--- config.mk ---
export PLATFORM = sky130hd
export DESIGN_NAME = call_announcer
export DESIGN_NICKNAME = d
export VERILOG_FILES = /design/src/rtl/call_announcer.sv
export SDC_FILE = /design/constraint.sdc
export NUM_CORES = 1
export LEC_CHECK = 0
export ABC_CLOCK_PERIOD_IN_PS = 9900
export CAP_MARGIN = 20
export CELL_PAD_IN_SITES_DETAIL_PLACEMENT = 0
export CELL_PAD_IN_SITES_GLOBAL_PLACEMENT = 1
export CORE_MARGIN = 1
export CORE_UTILIZATION = 53
export CTS_BUF_LIST = sky130_fd_sc_hd__clkbuf_2
export DETAILED_ROUTE_END_ITERATION = 12
export PLACE_DENSITY = 0.85
export SYNTH_ARGS = -nofsm -noshare
export SYNTH_HDL_FRONTEND = slang
export SYNTH_SLANG_ARGS = --single-unit
--- constraint.sdc ---
create_clock -name clk -period 9.9 [get_ports clk]
set_clock_uncertainty 0.15 [all_clocks]
set_input_delay 0.99 -clock clk [delete_from_list [all_inputs] [get_ports clk]]
set_output_delay 0.99 -clock clk [all_outputs]
set_load 0.02 [all_outputs]
--- src/rtl/call_announcer.sv ---
// call_announcer: queues service-counter call events in a 4-entry FIFO and
// presents them one at a time on a multiplexed 4-digit seven-segment display.
// Each call is held for HOLD_CYCLES with the hall flash asserted. When no call
// is pending, the last call stays on the display. Until the first call is
// shown, all digits display a dash.
module call_announcer #(
  parameter int HOLD_CYCLES = 16,
  parameter int SCAN_DIV    = 4
) (
  input  logic       clk,
  input  logic       rst,
  input  logic       call_valid,
  input  logic [2:0] call_counter,
  input  logic [5:0] call_number,
  output logic       call_ready,
  output logic       flash,
  output logic       drop_err,
  output logic [2:0] pending,
  output logic [3:0] an,
  output logic [6:0] seg
);

  localparam int HW = (HOLD_CYCLES > 2) ? $clog2(HOLD_CYCLES) : 1;
  localparam int DW = (SCAN_DIV > 1) ? $clog2(SCAN_DIV) : 1;

  localparam logic [6:0] SEG_BLANK = 7'b1111111;
  localparam logic [6:0] SEG_DASH  = 7'b0111111;

  typedef enum logic [1:0] {
    IDLE = 2'd0,
    LOAD = 2'd1,
    SHOW = 2'd2
  } state_t;

  // FIFO entry: {counter id, ticket number}
  typedef struct packed {
    logic [2:0] counter;
    logic [5:0] number;
  } call_t;

  // ---------------------------------------------------------------------------
  // FIFO
  // ---------------------------------------------------------------------------
  call_t      mem [4];
  logic [1:0] wr_ptr;
  logic [1:0] rd_ptr;
  logic [2:0] count;
  logic       push;
  logic       pop;
  call_t      head;
  logic       head_valid;

  state_t        state;
  state_t        state_next;
  logic [HW-1:0] hold_cnt;
  logic          hold_done;

  assign call_ready = (count != 3'd4);
  assign pending    = count;
  assign push       = call_valid && call_ready;
  assign pop        = (state == LOAD);
  assign head       = mem[rd_ptr];
  assign head_valid = (head.counter <= 3'd4);
  assign hold_done  = (hold_cnt == HW'(HOLD_CYCLES - 1));

  // FIFO storage write
  // NOTE: storage is deliberately not reset; count and pointers alone decide
  // which entries are live, so stale data is never observed.
  always_ff @(posedge clk) begin
    if (push) mem[wr_ptr] <= '{counter: call_counter, number: call_number};
  end

  // FIFO pointers and occupancy
  // NOTE: all sequential state uses non-blocking assignment so every register
  // samples the pre-edge values of the others.
  always_ff @(posedge clk or negedge rst) begin
    if (!rst) begin
      wr_ptr <= 2'd0;
      rd_ptr <= 2'd0;
      count  <= 3'd0;
    end else begin
      if (push) wr_ptr <= wr_ptr + 2'd1;
      if (pop)  rd_ptr <= rd_ptr + 2'd1;
      if (push && !pop)      count <= count + 3'd1;
      else if (!push && pop) count <= count - 3'd1;
    end
  end

  // ---------------------------------------------------------------------------
  // Presentation FSM
  // ---------------------------------------------------------------------------

  // Next-state logic
  // NOTE: the default assignment first keeps this block free of latches.
  always_comb begin
    state_next = state;
    unique case (state)
      IDLE: if (count != 3'd0) state_next = LOAD;
      LOAD: state_next = head_valid ? SHOW : IDLE;
      SHOW: if (hold_done) state_next = (count != 3'd0) ? LOAD : IDLE;
      default: state_next = IDLE;
    endcase
  end

  logic [2:0] disp_counter;
  logic [5:0] disp_number;
  logic       shown;

  // State register, hold timer, flash/drop outputs and display registers
  always_ff @(posedge clk or negedge rst) begin
    if (!rst) begin
      state        <= IDLE;
      hold_cnt     <= '0;
      flash        <= 1'b0;
      drop_err     <= 1'b0;
      disp_counter <= 3'd0;
      disp_number  <= 6'd0;
      shown        <= 1'b0;
    end else begin
      state    <= state_next;
      flash    <= (state_next == SHOW);
      drop_err <= (state == LOAD) && !head_valid;
      if (state == LOAD) hold_cnt <= '0;
      else if (state == SHOW) hold_cnt <= hold_cnt + HW'(1);
      if (state == LOAD && head_valid) begin
        disp_counter <= head.counter;
        disp_number  <= head.number;
        shown        <= 1'b1;
      end
    end
  end

  // ---------------------------------------------------------------------------
  // Display content
  // ---------------------------------------------------------------------------
  function automatic logic [6:0] digit_seg(input logic [3:0] d);
    unique case (d)
      4'd0:    return 7'b1000000;
      4'd1:    return 7'b1111001;
      4'd2:    return 7'b0100100;
      4'd3:    return 7'b0110000;
      4'd4:    return 7'b0011001;
      4'd5:    return 7'b0010010;
      4'd6:    return 7'b0000010;
      4'd7:    return 7'b1111000;
      4'd8:    return 7'b0000000;
      4'd9:    return 7'b0010000;
      default: return SEG_DASH;
    endcase
  endfunction

  function automatic logic [6:0] letter_seg(input logic [2:0] c);
    unique case (c)
      3'd0:    return 7'b0001000; // A
      3'd1:    return 7'b0000011; // b
      3'd2:    return 7'b1000110; // C
      3'd3:    return 7'b0100001; // d
      3'd4:    return 7'b0000110; // E
      default: return SEG_DASH;
    endcase
  endfunction

  logic [2:0] tens;
  logic [3:0] units;

  // Decimal split of the latched number (0..63) by range comparison
  always_comb begin
    tens = 3'd0;
    if      (disp_number >= 6'd60) tens = 3'd6;
    else if (disp_number >= 6'd50) tens = 3'd5;
    else if (disp_number >= 6'd40) tens = 3'd4;
    else if (disp_number >= 6'd30) tens = 3'd3;
    else if (disp_number >= 6'd20) tens = 3'd2;
    else if (disp_number >= 6'd10) tens = 3'd1;
    units = 4'(disp_number - 6'(tens) * 6'd10);
  end

  // ---------------------------------------------------------------------------
  // Digit scan
  // ---------------------------------------------------------------------------
  logic [DW-1:0] div_cnt;
  logic          div_wrap;
  logic [1:0]    dig;
  logic [1:0]    dig_next;
  logic [6:0]    seg_next;

  assign div_wrap = (div_cnt == DW'(SCAN_DIV - 1));
  assign dig_next = div_wrap ? dig + 2'd1 : dig;

  // Segment pattern for the digit being selected on this edge
  always_comb begin
    seg_next = SEG_DASH;
    if (shown) begin
      unique case (dig_next)
        2'd3: seg_next = letter_seg(disp_counter);
        2'd2: seg_next = SEG_BLANK;
        2'd1: seg_next = (tens == 3'd0) ? SEG_BLANK : digit_seg({1'b0, tens});
        2'd0: seg_next = digit_seg(units);
        default: seg_next = SEG_DASH;
      endcase
    end
  end

  // Scan divider, digit index and registered an/seg drive; an/seg follow the
  // index it takes on this edge so every digit is lit for exactly SCAN_DIV cycles
  always_ff @(posedge clk or negedge rst) begin
    if (!rst) begin
      div_cnt <= '0;
      dig     <= 2'd0;
      an      <= 4'b1110;
      seg     <= SEG_DASH;
    end else begin
      div_cnt <= div_wrap ? '0 : div_cnt + DW'(1);
      dig     <= dig_next;
      an      <= ~(4'b0001 << dig_next);
      seg     <= seg_next;
    end
  end

endmodule

Word level (Yosys, flattened, before mapping). Memories as Yosys holds them, arrays and structs flattened. Cells that the tools add are included.

Memories kept: 3. Output and inout port bits: 17. Bits of input ports: 12. Bits in read-only memories: 168. Bits in writable memories: 36. Logic and storage cells: 86. Bits in registers: 40.

Order comparisons: 7. Reductions and logical operators: 15. Add/sub/neg operators: 8. Multiply operators: 1. Shift-type cells: 1. Multiplexer cells: 23. Bitwise operators: 1. Equality and inequality tests: 13.

Memory list: (no name shown) (depth 16, bits a word 7, rd ports 1, clocked after Yosys merged registers in 0, wr ports 0, line 137) `unique case (d)`; (no name shown) (depth 8, bits a word 7, rd ports 1, clocked after Yosys merged registers in 0, wr ports 0, line 137); mem (depth 4, bits a word 9, rd ports 1, clocked after Yosys merged registers in 0, wr ports 1, line 44) `call_t mem [4];`.

Operators by type and width (count): $pmux W7 S5 (1); $pmux W7 S4 (1); $ge A6 B6 Y1 const B (3); $mux W3 (5); $mux W2 (7); $mux W7 (2); $ge A6 B5 Y1 const B (2); $eq A2 B2 Y1 const B (5); $add A2 B1 Y2 const B (4); $mux W4 (2); $eq A3 B2 Y1 const B (2); $ge A6 B4 Y1 const B (1); $logic_not A3 Y1 (2); $pmux W2 S3 (1); $logic_and A1 B1 Y1 (5); $add A4 B1 Y4 const B (1); $eq A2 B1 Y1 const B (2); $eq A4 B4 Y1 const B (1); $logic_not A2 Y1 (2); $mux W1 (4); $not A4 Y4 (1); $reduce_bool A2 Y1 (2); $shl A1 B2 Y4 const A (1); $sub A4 B4 Y4 (1); other kinds (9) (11).

Depth between registers and ports, before layout. Gate-level depths: netlist (run 1). An unclocked memory read counts as a cell.

Depth in word-level cells: 12. Mapped depth: 14. Depth with buffers taken out: 13.

Worst setup path before layout (run 1). Ideal clock, no wire load.

Path type: register to register. Start point: register disp_number[5]. End point: register seg[3]. Cell stages (with the launch flop): 13. Setup time: 0.077 ns. Period minus slack after synthesis: 3.337 ns. Data required time: 9.673 ns. Data arrival time: 3.111 ns. Buffers on the path: 1. Setup slack: 6.563 ns. Cell sequence: dfrtp_1 -> buf_6 -> nor2b_1 -> o21ai_0 -> a41oi_1 -> inv_1 -> ha_1 -> fa_1 -> nand2_1 -> a2111oi_1 -> nor3_1 -> a2111o_1 -> a21o_1.

Longest elaborated chain between the ends: 12. Elaborated cells between the ends (all ways): 20. Those cells by class: add/sub (1); mul (1); order compare (6); mux (9); reduce/logical (1); memory (2).

RTL lines: from (decl) (line 106) `logic [5:0] disp_number;`; from (signal assigned) (line 127) `disp_number <= head.number;`; $ge A6 B4 Y1 (line 174) `else if (disp_number >= 6'd10) tens = 3'd1;`; $mux W1 (line 174); $mux W2 (line 173) `else if (disp_number >= 6'd20) tens = 3'd2;`; $mux W2 (line 172) `else if (disp_number >= 6'd30) tens = 3'd3;`; $mux W3 (line 171) `else if (disp_number >= 6'd40) tens = 3'd4;`; $mux W3 (line 170) `else if (disp_number >= 6'd50) tens = 3'd5;`; $mux W3 * (line 169) `if (disp_number >= 6'd60) tens = 3'd6;`; $mul A3 B3 Y3 (line 175) `units = 4'(disp_number - 6'(tens) * 6'd10);`; $sub A4 B4 Y4 (line 175); $mem_v2 Z16 W7; $pmux W7 S4 * (line 194) `unique case (dig_next)`; $mux W7 * (line 193) `if (shown) begin`; named net seg_next[3] (line 185) `logic [6:0] seg_next;`; to (signal assigned) (line 216) `seg <= seg_next;`; to (decl) (line 20) `output logic [6:0] seg`.

The timed path passes the listed nets; every way through them passes the cells marked *. A chain may end at the register's enable or synchronous reset.

Worst setup path in the final report (run 1).
Start point: register disp_number[4]. End point: register seg[3].

Same word-level chain as after synthesis.

==> summary.md, run 1 <==
| Metric | Value |
|---|---|
| Outcome | `finished clean` |
| Hold Crit Class | `register to register` |
| Final Wtd Congestion | `between 0.7 and 0.8` |
| Boundary Pins | `29` |
| Antenna violations before repair | `0` |
| Register area share after synthesis | `roughly 54%` |
| CP Capture Type | `register` |
| CTS Buf Count | `9` |
| Max-slew headroom | `a little over two fifths` |
| Post-CTS Resized | `0` |
| Pwr dens | `about 370 mW/mm^2` |
| # nets final | `380` |
| Peak VDD IR | `approximately 0.00019 V` |
| Final WS setup | `6140 ps` |
| Synth Register Bits | `76` |
| Clock sinks | `76` |
| RSZ-0062 raised after global routing | `false` |
| Die area | `0.00772 mm^2` |
| GRT Total Usage | `around a fifth` |
| Slew Viols, Final | `0` |
| Number of routed nets with antenna violations | `0` |
| Ant. Diodes | `0` |
| Util after Layout | `62.6%` |
| Syn avg cell area | `~12 um^2` |
| Drt wl/cell | `15.7 um` |
| DRT Wirelength | `about 7 mm` |
| CP required | `between 10000 and 15000 ps` |
| Final hold vios | `0` |
| Syn Nets | `354` |
| Die Wd | `between 80 and 90 um` |
| Remaining DRCs | `0` |
| Synth Instances | `317` |
| Max_cap viols | `0` |
| Post-synth EDFFs | `36` |
| Reg clk slew, reported paths | `about 210 ps` |
| Distinct cells, synth | `a little under 50` |
| Router iterations before antenna repair | `4` |
| DRT iter0 DRCs | `slightly above 80` |
| Leakage | `~0.0018 uW` |
| Pin count of the biggest net entering global routing | `just over 40` |
| Buffers on Ports | `28` |
| Die height | `around 90 um` |
| Syn-to-layout area delta | `11.2%` |
| Maximum net fanout on the critical path | `10` |
| Layout cells sized above 1 | `between 10 and 15%` |
| Core Region | `~0.0069 mm^2` |
| Critical path type | `register to register` |
| Initial Util | `between 50% and 60%` |
| Setup bufs post-CTS | `0` |
| Commonest non-fill, non-tap cells in the layout | `edfxtp_1 (36), dfrtp_1 (31), clkdlybuf4s50_1 (27), nand2_1 (24), ha_1 (23)` |
| Most common cell after layout, fill and taps aside | `edfxtp_1` |
| Slew @ Worst Pin | `869 ps` |
| Grt total ovfl | `0` |
| Via density per instance | `~5.6` |
| FF-to-FF setup slack | `6140 ps` |
| Cell area after synthesis | `between 0.003 and 0.004 mm^2` |
| Deepest clock path buffer count | `2` |
| Final period utilization | `between 30 and 40%` |
| H-tree Lvls | `3` |
| CTS root buffer | `clkbuf_2` |
| Worst skew pair latency | `approximately 500 ps` |
| Warnings from Yosys | `0` |
| Vias in the first global route | `roughly 2400` |
| DP Worst Slack | `6160 ps` |
| Setup TNS Final | `0 ps` |
| Standard-cell rows | `30` |
| CP startpoint kind | `register` |
| Via count | `2484` |
| Fin crit period | `approximately 3800 ps` |
| Synth Flop Type | `edfxtp_1` |
| Fraction of registers with async set/reset | `52.6%` |
| Max Clock Freq | `266 MHz` |
| Final setup fails | `0` |
| Final HPWL DP | `roughly 5 mm` |
| Crit path DAT | `between 4000 and 5000 ps` |
| Global-route wire length before repair | `~12 mm` |
| TritonCTS clock tree | `done` |
| Hold_buf cts | `0` |
-- path summary, 6_finish.rpt --
path	start	to	cells past startpoint
max in group asynchronous	rst	rd_ptr[1]	1
setup / recovery	disp_number[4]	seg[3]	11
hold reg to reg	div_cnt[0]	div_cnt[0]	1
hold / removal	div_cnt[0]	div_cnt[0]	1
min in group asynchronous	rst	disp_number[1]	1
setup reg to reg	disp_number[4]	seg[3]	11
-- per-stage QoR --
stage | area, um^2 | cells | total power (uW) | hold slack (ps)
floorplan | 3910 | 317 | 1230 | 253
global placement | 4220 | 428 | 1430 | 265
detailed placement | 4220 | 428 | 1450 | 269
CTS | 4350 | 444 | 1620 | 297
global route | 4350 | 444 | 1750 | 321
finish | 4350 | 444 | 1610 | 290
-- worst max-delay path: stages (launching register included) --
cell	delay, ps
dfrtp_1	550
nor2b_1	310
o21ai_0	140
a41oi_1	410
inv_1	150
ha_1	220
fa_1	570
nand2_1	190
a2111oi_1	410
nor3_1	120
a2111o_1	300
a21o_1	180
-- area by class of cell --
cell class,count,area (um^2)
clock buffers,9,45.0
clock inverters,7,76.3
fillers,570,2600
inverters,21,78.8
multi-input cells,207,1660
flip-flops and latches,76,2090
well taps,96,120
repair buffers,28,275
-- synthesized netlist by cell type, types with 2 or more instances --
| cell | instances | area share (%) |
|---|---|---|
| a21oi_1 | 17 | 2.2 |
| dfstp_2 | 9 | 6.1 |
| mux4_2 | 9 | 5.2 |
| nor3_1 | 5 | 0.64 |
| a31oi_1 | 2 | 0.32 |
| a22o_1 | 2 | 0.45 |
| nor2b_1 | 2 | 0.32 |
| a41oi_1 | 2 | 0.45 |
| xor2_1 | 6 | 1.3 |
| nor2_1 | 20 | 1.9 |
| and2_1 | 3 | 0.48 |
| dfrtp_1 | 31 | 20 |
| nand2b_1 | 6 | 0.96 |
| a21o_1 | 3 | 0.58 |
| nand2_1 | 24 | 2.3 |
| nand3_1 | 3 | 0.38 |
| and4_1 | 3 | 0.67 |
| o211a_1 | 2 | 0.51 |
| o31ai_1 | 3 | 0.58 |
| clkbuf_1 | 8 | 0.77 |
| mux2_2 | 9 | 2.6 |
| edfxtp_1 | 36 | 28 |
| buf_4 | 2 | 0.38 |
| and3_1 | 5 | 0.80 |
| fa_1 | 2 | 1.0 |
| buf_6 | 3 | 0.86 |
| o211ai_1 | 2 | 0.38 |
| inv_1 | 21 | 2.0 |
| ha_1 | 23 | 7.4 |
| xnor2_1 | 5 | 1.1 |
| a211o_1 | 3 | 0.67 |
| o21ai_0 | 19 | 2.4 |
| or3_1 | 2 | 0.32 |
| mux2i_1 | 6 | 1.5 |
| maj3_1 | 5 | 1.3 |
-- registers in the layout, indices dropped and copies added, names as in the netlist --
register	flops
pending	3
disp_counter	3
wr_ptr	2
mem	36
drop_err	1
state	2
seg	7
hold_cnt	4
rd_ptr	2
div_cnt	2
shown	1
dig	2
an	4
flash	1
disp_number	6
-- kinds of logic (layout without fill, tap and decap cells) --
family / count (synthesis) / after routing / synth area share [%]
and+or+nand+nor: 78 / 78 / 10.1
AOI/OAI and AO/OA: 63 / 63 / 10.4
buffers and inverters: 34 / 65 / 4.03
adders and majority gates: 30 / 30 / 9.67
xor gates and xnor gates: 12 / 12 / 2.88
DFF: 76 / 76 / 53.6
muxes: 24 / 24 / 9.32
-- where the power goes --
group / switching, uW / internal, uW / total [uW] / leakage [uW]
clock network: 113 / 59.5 / 172 / 0.0000685
logic: 494 / 411 / 905 / 0.000905
registers: 91.1 / 443 / 535 / 0.000804
total: 697 / 914 / 1610 / 0.00178
-- layer usage --
| layer | routed length (um) | track usage (%) | vias up |
|---|---|---|---|
| met5 | 0 | 0 | - |
| met4 | 98 | 8.64 | 0 |
| met3 | 220 | 3.11 | 9 |
| met2 | 3490 | 33.9 | 60 |
| met1 | 3170 | 25.7 | 1219 |
| li1 | - | - | 1196 |
Note: power is estimated with default switching activity, not from simulation.
==> run 2: changes to the inputs <==
ABC_CLOCK_PERIOD_IN_PS = 3280   (was 9900)
CORE_UTILIZATION = 45   (was 53)
PLACE_DENSITY = 0.77   (was 0.85)
clock period = 3.28 ns   (was 9.9 ns; I/O delays follow)
==> summary.md, run 2 (synthesis gave the netlist of run 1 again) <==
| Metric | Value |
|---|---|
| Clock sinks | `76` |
| Via density per instance | `roughly 5.3` |
| Worst r2r path cells | `13` |
| CP peak stage delay | `between 500 and 600 ps` |
| Final HPWL DP | `~4.9 mm` |
| FF-to-FF setup slack | `around 220 ps` |
| Die height | `about 95 um` |
| Pint | `about 3000 uW` |
| Reg clk slew, reported paths | `~240 ps` |
| Peak VDD IR | `between 0.0005 and 0.0006 V` |
| CTS Buf Count | `9` |
| R2R Path End | `seg[3]` |
| Layout cells sized above 1 | `18.4%` |
| Comb power frac | `a little under three fifths` |
| Slew Viols, Final | `0` |
| Buffers on Ports | `28` |
| Global-route wire length before repair | `between 10 and 15 mm` |
| Die Wd | `approximately 95 um` |
| Most common cell after layout, fill and taps aside | `edfxtp_1` |
| Commonest non-fill, non-tap cells in the layout | `edfxtp_1 (36), dfrtp_1 (29), clkdlybuf4s50_1 (27), nand2_1 (23), ha_1 (23)` |
| Worst hold slack | `236 ps` |
| Placed Area | `0.00430 mm^2` |
| Sw Share | `approximately two fifths` |
| Max reg flops | `36` |
| Max Clock Freq | `between 300 and 400 MHz` |
| # nets final | `about 390` |
| Drt wl/cell | `between 15 and 20 um` |
| CP required | `between 3000 and 4000 ps` |
| Max-slew headroom | `38.6%` |
| Die area | `0.00906 mm^2` |
| Design area | `0.00448 mm^2` |
| CTS root buffer | `clkbuf_2` |
| CP delay by family, top | `simple AND/OR/NAND/NOR gates` |
| H-tree Lvls | `3` |
| Pin count of the biggest net entering global routing | `41` |
| Max_cap viols | `0` |
| Critical-path top delay cell | `fa_1` |
| DRT iter0 DRCs | `between 100 and 150` |
| Maximum net fanout on the critical path | `6` |
| Worst skew pair latency | `about 530 ps` |
| Remaining DRCs | `0` |
| Clock share of power | `about an eighth` |
| Standard-cell rows | `33` |
| Pwr dens | `around 1100 mW/mm^2` |
| Router iterations before antenna repair | `4` |
| Hold Crit Class | `input pin to register` |
| Top flop regs | `mem x36, seg x7, disp_number x6` |
| Antenna violations before repair | `0` |
| Deepest clock path buffer count | `2` |
| Critical path type | `register to register` |
| WP buf/inv | `2` |
| Ant. Diodes | `0` |
| CP Capture Type | `register` |
| CP startpoint kind | `register` |
| Fin crit period | `~3100 ps` |
| Boundary Pins | `29` |
| Syn-to-layout area delta | `14.7%` |
| Leakage | `0.00184 uW` |
| Worst Hold End | `mem[0][3]` |
| Final hold vios | `0` |
| Layout fillers | `~700` |
| Crit path DAT | `3410 ps` |
| Core Region | `approximately 0.0083 mm^2` |
| Via count | `2449` |
| Grt total ovfl | `0` |
| Hold path depth | `1` |
| TritonCTS clock tree | `done` |
| Seq pwr share | `about 31%` |
| Final period utilization | `between 90 and 100%` |
| Hold Crit Start | `call_number[3]` |
| Net switching power of the design | `2120 uW` |
| Ordered cell list for the critical path | `inv_1 > and4_1 > nor3_1 > a41oi_2 > inv_1 > ha_1 > fa_1 > nand2_2 > nor3b_1 > and4_1 > nor3_1 > a2111o_1 > a21o_1` |
| Vias in the first global route | `~2400` |
| DRT Wirelength | `~7.0 mm` |
| Largest Register | `mem` |
| GRT Total Usage | `about 17%` |
| Final setup fails | `0` |
| Reg-to-reg startpoint | `disp_number[2]` |
| Initial Util | `a little under half` |
| Number of routed nets with antenna violations | `0` |
| Outcome | `finished clean` |
| Final Wtd Congestion | `around 0.76` |
| Slew @ Worst Pin | `slightly above 900 ps` |
[run 2: what timing repair did]
item	4_1_cts	5_1_grt
hold buffers	1	0
buffers inserted	0	3
endpoints found under the hold margin	31	0
endpoints found under the setup margin	0	3
gates resized for setup	0	6
[run 2: area by class of cell]
type | count | area (um^2) | area share (%)
Sequential cell | 76 | 2100 | 46.7
Multi-Input combinational cell | 207 | 1670 | 37.3
Timing Repair Buffer | 39 | 360 | 8.04
Tap cell | 105 | 131 | 2.93
Clock inverter | 7 | 97.6 | 2.18
Inverter | 21 | 78.8 | 1.76
Clock buffer | 9 | 45.0 | 1.00
[run 2: power groups by stage]
stage / Clock [uW] / Combinational (uW) / Sequential, uW
2_1_floorplan: 0 / 2160 / 1570
3_5_place_dp: 0 / 2870 / 1600
6_report: 611 / 2910 / 1580
5_1_grt: 664 / 3290 / 1620
4_1_cts: 628 / 2880 / 1580
3_3_place_gp: 0 / 2830 / 1590
[run 2: worst max path at each step]
stage / start / to / slack (ps) / depth (start not counted)
floorplan: disp_number[5] / seg[3] / 20 / 12
global placement: disp_number[4] / seg[3] / 190 / 11
detailed placement: disp_number[4] / seg[3] / 120 / 11
CTS: disp_number[4] / seg[3] / 70 / 11
global route: disp_number[5] / seg[5] / -10 / 12
finish: disp_number[2] / seg[3] / 220 / 13
[run 2: stage by stage]
| stage | TNS (ps) | total power (uW) | std cells | utilization (%) | setup slack [ps] |
|---|---|---|---|---|---|
| floorplan | 0 | 3730 | 317 | - | 17.5 |
| detailed placement | 0 | 4470 | 444 | 51.8 | 121 |
| finish | 0 | 5090 | 464 | 54.0 | 216 |
| global placement | 0 | 4430 | 444 | 51.8 | 189 |
| global route | -13.9 | 5580 | 464 | 54.0 | -13.9 |
| CTS | 0 | 5090 | 461 | 53.6 | 67.4 |
[run 2: metal layers]
metal  up-vias  part of all wire (%)  track usage (%)
met2        31                    47             28.3
met4         0                   1.6             6.19
met5         -                     0                0
met1      1187                    48             22.8
met3        12                   2.8             4.31
li1       1219                     -                -
==> run 3: changes to the inputs <==
CORE_ASPECT_RATIO = 0.7   (was unset)
CTS_CLUSTER_DIAMETER = 120   (was unset)
==> summary.md, run 3 (synthesis gave the netlist of run 1 again) <==
| Metric | Value |
|---|---|
| Ordered cell list for the critical path | `inv_2 > and4_1 > nor3_1 > a41oi_2 > inv_1 > ha_1 > fa_1 > nand2_4 > nor3b_2 > and4_1 > nor3_1 > a2111o_1 > a21o_1` |
| Deepest clock path buffer count | `2` |
| CTS Buf Count | `9` |
| Crit. path cell count | `13` |
| TritonCTS clock tree | `done` |
| Post-route non-filler standard cell count | `~480` |
| Pin count of the biggest net entering global routing | `41` |
| Fin crit period | `3150 ps` |
| Crit path capture | `seg[3]` |
| Via count | `2468` |
| DRT Wirelength | `between 7 and 8 mm` |
| CP startpoint | `disp_number[1]` |
| Critical-path top delay cell | `fa_1` |
| Boundary Pins | `29` |
| Max-slew headroom | `38.4%` |
| CP startpoint kind | `register` |
| Syn-to-layout area delta | `15.6%` |
| Slew @ Worst Pin | `just over 900 ps` |
| Die Wd | `roughly 110 um` |
| Remaining DRCs | `0` |
| Top flop regs | `mem x36, seg x7, disp_number x6` |
| Router iterations before antenna repair | `4` |
| CP delay by family, top | `simple AND/OR/NAND/NOR gates` |
| WP buf/inv | `2` |
| Antenna violations before repair | `0` |
| Max_cap viols | `0` |
| Die area | `between 0.009 and 0.01 mm^2` |
| Initial Util | `46.3%` |
| Vias in the first global route | `approximately 2400` |
| Outcome | `finished clean` |
| Hold Crit Class | `input pin to register` |
| Die height | `80.0 um` |
| Standard-cell rows | `28` |
| Reg clk slew, reported paths | `between 200 and 250 ps` |
| Layout cells sized above 1 | `about a fifth` |
| Crit path DAT | `~3500 ps` |
| Placed Area | `0.00430 mm^2` |
| Ant. Diodes | `0` |
| Setup TNS Final | `0 ps` |
| Commonest non-fill, non-tap cells in the layout | `edfxtp_1 (36), dfrtp_1 (29), clkdlybuf4s50_1 (27), nand2_1 (23), ha_1 (23)` |
| Core Region | `about 0.0084 mm^2` |
| Global-route wire length before repair | `approximately 12 mm` |
| Drt wl/cell | `approximately 15 um` |
| Max reg flops | `36` |
| Maximum net fanout on the critical path | `8` |
| Buffers on Ports | `28` |
| Worst r2r path cells | `13` |
| Final HPWL DP | `5.30 mm` |
| CP peak stage delay | `~600 ps` |
| Via density per instance | `5.15` |
| CTS root buffer | `clkbuf_2` |
| Final Wtd Congestion | `0.839` |
| Final hold vios | `0` |
| CP Capture Type | `register` |
| Number of routed nets with antenna violations | `0` |
| Slew Viols, Final | `0` |
| Design area | `roughly 0.0045 mm^2` |
| Critical path type | `register to register` |
| FF-to-FF setup slack | `~130 ps` |
| Max Clock Freq | `approximately 320 MHz` |
| Reg-to-reg startpoint | `disp_number[1]` |
| Worst hold slack | `267 ps` |
| Clock sinks | `76` |
| Final period utilization | `around 96%` |
| H-tree Lvls | `3` |
| Grt total ovfl | `0` |
| Final setup fails | `0` |
| Largest Register | `mem` |
| Placed insts | `between 400 and 500` |
| Worst skew pair latency | `roughly 520 ps` |
| GRT Total Usage | `a little under a fifth` |
| # nets final | `a little under 400` |
| DRT iter0 DRCs | `roughly 140` |
| R2R Path End | `seg[3]` |
| Most common cell after layout, fill and taps aside | `edfxtp_1` |
| CP required | `approximately 3600 ps` |
-- run 3: timing repair --
| item | CTS | global route |
|---|---|---|
| setup endpoints to repair | 0 | 2 |
| resized for setup | 0 | 9 |
| hold endpoints to repair | 31 | 0 |
| hold buffers | 1 | 0 |
| setup buffers | 0 | 5 |
-- run 3: cell type report --
cell class              instances  area, um^2
clock buffers                  10        50.0
clock inverters                 6        87.6
fillers                       730        3930
inverters                      21        78.8
multi-input cells             207        1690
flip-flops and latches         76        2100
well taps                     120         150
repair buffers                 39         360
-- run 3: stage by stage --
step	util, %	setup WS (ps)
CTS	52.7	2.15
detailed placement	50.9	26.9
global placement	50.9	121
finish	53.5	135
floorplan	-	17.5
global route	53.5	-26.1
-- run 3: worst min path at each step --
stage                     cells after the start  slack, ps          to             from
after global placement                        1        260  div_cnt[0]       div_cnt[0]
after global routing                          1        210   mem[1][7]  call_counter[1]
after detailed placement                      1        270  div_cnt[0]       div_cnt[0]
after floorplan                               0       -120       an[0]              rst
final                                         1        270   mem[1][7]  call_counter[1]
after CTS                                     1        220   mem[3][7]  call_counter[1]
-- run 3: routing by layer --
| metal | share of wire [%] | global-route usage, % | vias to the layer above |
|---|---|---|---|
| met3 | 4.0 | 4.94 | 8 |
| met2 | 44 | 26.9 | 37 |
| met5 | 0 | 0 | - |
| met4 | 1.1 | 5.53 | 0 |
| li1 | - | - | 1216 |
| met1 | 50 | 26.1 | 1207 |
-- run 3: worst register-to-register path: stages, from the launching register on --
cell      delay (ps)
dfrtp_1          470
inv_2            100
and4_1           190
nor3_1            60
a41oi_2          210
inv_1            110
ha_1             210
fa_1             600
nand2_4          110
nor3b_2          180
and4_1           200
nor3_1            70
a2111o_1         290
a21o_1           180
Power of run 3 is not shown: default switching activity piles up to over one toggle a cycle in this logic, so the estimate is an artifact.
